===== src/rtl/unpad10_1.sv =====
// Serial pad10*1 stripper: checks the trailing pad '1' of a padded string, then
// scans downward one bit per cycle for the leading pad '1' to recover the message length.
module unpad10_1 #(
  parameter int P_BITS = 256,
  parameter int L_BITS = 9
) (
  input  logic              clk,
  input  logic              rst,
  input  logic              start,
  input  logic [P_BITS-1:0] p,
  input  logic [L_BITS-1:0] p_len,
  output logic              busy,
  output logic              done,
  output logic              err,
  output logic [L_BITS-1:0] m_len
);

  typedef enum logic [1:0] {IDLE, CHECK, SCAN, DONE} state_t;

  localparam logic [L_BITS-1:0] P_MAX = L_BITS'(P_BITS);

  state_t            state_q;
  logic [P_BITS-1:0] p_q;
  logic [L_BITS-1:0] len_q;
  logic [L_BITS-1:0] idx_q;
  logic              busy_q;
  logic              done_q;
  logic              err_q;
  logic [L_BITS-1:0] m_len_q;

  logic [L_BITS-1:0] tail_idx;
  logic              len_bad;
  logic              scan_bit;

  // Shift-based extraction stays in range for any index width and yields 0 off the top.
  function automatic logic bit_at(input logic [P_BITS-1:0] v, input logic [L_BITS-1:0] i);
    return 1'(v >> i);
  endfunction

  assign tail_idx = len_q - L_BITS'(1);
  assign len_bad  = (len_q < L_BITS'(2)) || (len_q > P_MAX) || !bit_at(p_q, tail_idx);
  assign scan_bit = bit_at(p_q, idx_q);

  always_ff @(posedge clk) begin
    if (rst) begin
      state_q <= IDLE;
      p_q     <= '0;
      len_q   <= '0;
      idx_q   <= '0;
      busy_q  <= 1'b0;
      done_q  <= 1'b0;
      err_q   <= 1'b0;
      m_len_q <= '0;
    end else begin
      case (state_q)
        IDLE, DONE: begin
          done_q <= 1'b0;
          if (start) begin
            p_q     <= p;
            len_q   <= p_len;
            busy_q  <= 1'b1;
            err_q   <= 1'b0;
            m_len_q <= '0;
            state_q <= CHECK;
          end else begin
            state_q <= IDLE;
          end
        end
        CHECK: begin
          if (len_bad) begin
            err_q   <= 1'b1;
            m_len_q <= '0;
            busy_q  <= 1'b0;
            done_q  <= 1'b1;
            state_q <= DONE;
          end else begin
            idx_q   <= len_q - L_BITS'(2);
            state_q <= SCAN;
          end
        end
        SCAN: begin
          if (scan_bit) begin
            err_q   <= 1'b0;
            m_len_q <= idx_q;
            busy_q  <= 1'b0;
            done_q  <= 1'b1;
            state_q <= DONE;
          end else if (idx_q == '0) begin
            // Ran off the bottom without finding the leading pad bit.
            err_q   <= 1'b1;
            m_len_q <= '0;
            busy_q  <= 1'b0;
            done_q  <= 1'b1;
            state_q <= DONE;
          end else begin
            idx_q <= idx_q - L_BITS'(1);
          end
        end
        default: state_q <= IDLE;
      endcase
    end
  end

  assign busy  = busy_q;
  assign done  = done_q;
  assign err   = err_q;
  assign m_len = m_len_q;

endmodule


===== config.mk =====
export PLATFORM = sky130hd
export DESIGN_NAME = unpad10_1
export DESIGN_NICKNAME = d
export VERILOG_FILES = /design/src/rtl/unpad10_1.sv
export SDC_FILE = /design/constraint.sdc
export NUM_CORES = 1
export LEC_CHECK = 0
export BUFFER_PORTS_ARGS = -buffer_cell sky130_fd_sc_hd__buf_2
export CORE_AREA = 3 3 198 200
export CTS_CLUSTER_SIZE = 14
export DETAILED_ROUTE_END_ITERATION = 10
export DIE_AREA = 0 0 201 203
export GPL_ROUTABILITY_DRIVEN = 0
export PLACE_DENSITY = 0.56
export SLEW_MARGIN = 20
export SYNTH_ARGS = -nofsm -noshare
export SYNTH_HDL_FRONTEND = slang
export SYNTH_SLANG_ARGS = --single-unit

===== constraint.sdc =====
create_clock -name clk -period 9.9 [get_ports clk]
set_input_delay 1.98 -clock clk [delete_from_list [all_inputs] [get_ports clk]]
set_output_delay 1.98 -clock clk [all_outputs]
set_load 0.01 [all_outputs]

==> results.toml <==
[flow_run]
max-cap-violations = 0

[route]
drt_iter0_markers = 1099
post-route-drc-count = 0
post_drt_wl_per_cell_um = 20.35
totalWireLength_um = 50140
first_pass_iters = 5
postRouteAntennaNets = 0
post_drt_via_cell_ratio = 5.569
dr_total_vias = 13720

[sta]
rsz0062_at_grt = "no"
final.period_utilization = 0.4632
max_slew.worst_pin.slew_ps = 1177
slew_limit_fails = 0
hold_violations = 0
timing.fmax_mhz = 218.1
setup-violations-final = 0
fin_tns_setup_ps = 0
relSlewSlack = 0.2126
fin_hold_ws_ps = 466.5
clock_tree_skew_after_final_layout_ps = 22.51
timing.final.crit_period_ps = 4586

[clock_tree]
cts.clk_slew.worst_paths_ps = 60
cts_made_buffers = 31
clkLatencyLatePin_ps = 580
holdBufCountCts = 0
clock_root_buffer = "sky130_fd_sc_hd__clkbuf_16"
clock_path_buffers = 3
postCtsSetupRepairBufs = 0
cts_tree = "built"
clkSinkCount = 288
htree_levels = 1
cts_resized = 0

[cells_and_area]
layout_commonest_cell = "sky130_fd_sc_hd__nand2_1"
fin_nets = 2203
flow.area_growth_from_synthesis_pct = 17.46
mostFrequentLayoutCells = "sky130_fd_sc_hd__nand2_1, sky130_fd_sc_hd__dfxtp_1, sky130_fd_sc_hd__a21oi_1"
fraction_of_layout_cells_with_a_size_suffix_above_1 = 0.2494
diodes = 0

[floorplanning]
num_rows = 71
design.die.area_um2 = 40800
die_w_um = 201
vert_die_dim_um = 203
boundaryPins = 280
floorplan_core_area_um2 = 37580
start_util = 0.3995

[synthesis]
yosysUniqueCellTypes = 72
synth-adder-area-share = 0.005001
synth_enable_flop_cells = 0
yosys.area_share.simple = 0.1996
synth_top_family_by_area = "multiplexers"
yosysWarnings = 0
synth-main-ff-cell = "sky130_fd_sc_hd__dfxtp_1"
synth_nets = 2023
synth.area.mux_share = 0.1999
syn-mean-instance-area_um2 = 8.583
synth-xor-area-share = 0.01159
async_flop_share = 0
synth-compound-area-share = 0.1525
post_synthesis_cell_count = 1749
synth_sequential_area_ratio = 0.3841
post_synthesis_cell_area_um2 = 15010
ys_ff_latch = 288

[worst_setup_path]
worst_setup_path_start_kind = "register"
cp_required_ps = 10360
critical_path.slowest_cell = "sky130_fd_sc_hd__xor2_1"
worstSetupPathType = "register to register"
worstPathMaxFanout = 14
timing.critical_path.arrival_ps = 5040
worstSetupEndpointType = "register"
critical-path-max-stage-delay_ps = 960
worstPathCellList = "inv_1 > ha_1 > a21boi_0 > xor2_1 > mux4_2 > o211ai_1 > o211ai_4 > a32oi_2 > nand2_4 > a31o_1"

[power]
max-vdd-ir-drop_v = 0.0001772
power-per-cell-area_nw_per_um2 = 291.7
p_leak_nw = 6.650

[grt]
routing_usage_on_met3 = 0.03800
largest_net_degree_at_the_start_of_global_routing = 198
grt_pass1_wl_um = 77690
globalRoute.totalOverflow = 0
met2_usage = 0.3828
number_of_global_route_vias_before_repair = 13470
antenna_violations_before_repair = 0
global_route.peak_usage_layer = "met2"
globalRouteMet1Util = 0.3383
grt.total_usage = 0.2383

[run_status]
outcome = "finished, final reports clean"

[placed_design]
hpwl_detailed_um = 35880
buffer_ports.inserted = 279

[worst_hold_path]
hold_path.class = "register to register"
[cells by family (layout without fill, tap and decap cells)]
group,count (synthesis),after routing
compound gates,391,391
xor+xnor,19,19
simple gates,723,723
mux,159,159
buf+inv,163,367
flops,288,288
fa+ha+maj,6,6
[worst max-delay path: cells and delay by family, from the launching register on]
kind                       cells  cell delay (ps)
adders and majority gates      1              240
xor gates and xnor gates       1              960
AOI/OAI and AO/OA              5             1750
muxes                          1              640
DFF                            1              590
and+or+nand+nor                1              180
buffers and inverters          1              120
[metal layers]
| layer | share of wire | vias up |
|---|---|---|
| met5 | 0 | - |
| met2 | 0.46 | 441 |
| met4 | 0.025 | 0 |
| li1 | - | 6514 |
| met3 | 0.059 | 72 |
| met1 | 0.45 | 6696 |
[synthesized netlist by cell type (all sizes together), types with 10 or more instances]
cell type | number | area share
xor2 | 10 | 0.0063
mux2i | 40 | 0.027
mux4 | 112 | 0.17
clkbuf | 112 | 0.028
buf | 38 | 0.016
nor2 | 30 | 0.0075
nor2b | 12 | 0.0050
nand3 | 19 | 0.0063
nand4 | 12 | 0.0050
a21oi | 283 | 0.094
nand2 | 594 | 0.15
o21ai | 15 | 0.0050
dfxtp | 288 | 0.38
a211oi | 11 | 0.0058
nor3 | 12 | 0.0040
inv | 13 | 0.0033
[cell type report]
class,count,area [µm²]
multi-input cells,1298,8571
clock buffers,43,860.8
inverters,13,48.80
well taps,511,639.4
repair buffers,297,1560
fillers,3759,19940
flip-flops and latches,288,5776
clock inverters,14,177.7
[sequential cells by signal, summed over array words and instances, names as in the netlist]
| register | flops |
|---|---|
| err | 1 |
| done | 1 |
| len_q | 9 |
| state_q | 2 |
| m_len | 9 |
| busy | 1 |
| idx_q | 9 |
| p_q | 256 |
[final timing paths]
path              startpoint       end  slack, ps  cells past startpoint
setup / recovery    len_q[2]  m_len[2]       5310                     10
hold / removal        p_q[1]    p_q[1]        470                      2
hold reg to reg       p_q[1]    p_q[1]        470                      2
setup reg to reg    len_q[2]  m_len[2]       5310                     10
[where the power goes]
group / switching (mW) / internal (mW) / leakage, nW
registers: 0.304 / 1.40 / 2.36
logic: 1.39 / 0.860 / 3.77
clock network: 0.481 / 0.708 / 0.513
total: 2.17 / 2.97 / 6.65
[metrics by stage]
step	power, mW	area, µm²	instances	utilization	setup WS, ps
after global placement	3.938	16590	2407	0.4414	5483
after detailed placement	3.961	16590	2407	0.4414	5384
after CTS	5.156	17630	2464	0.4691	5389
after floorplan	3.286	15010	1749	-	5714
after global routing	5.457	17630	2464	0.4693	4858
final	5.143	17630	2464	0.4693	5314
Note: power is estimated with default switching activity, not from simulation.
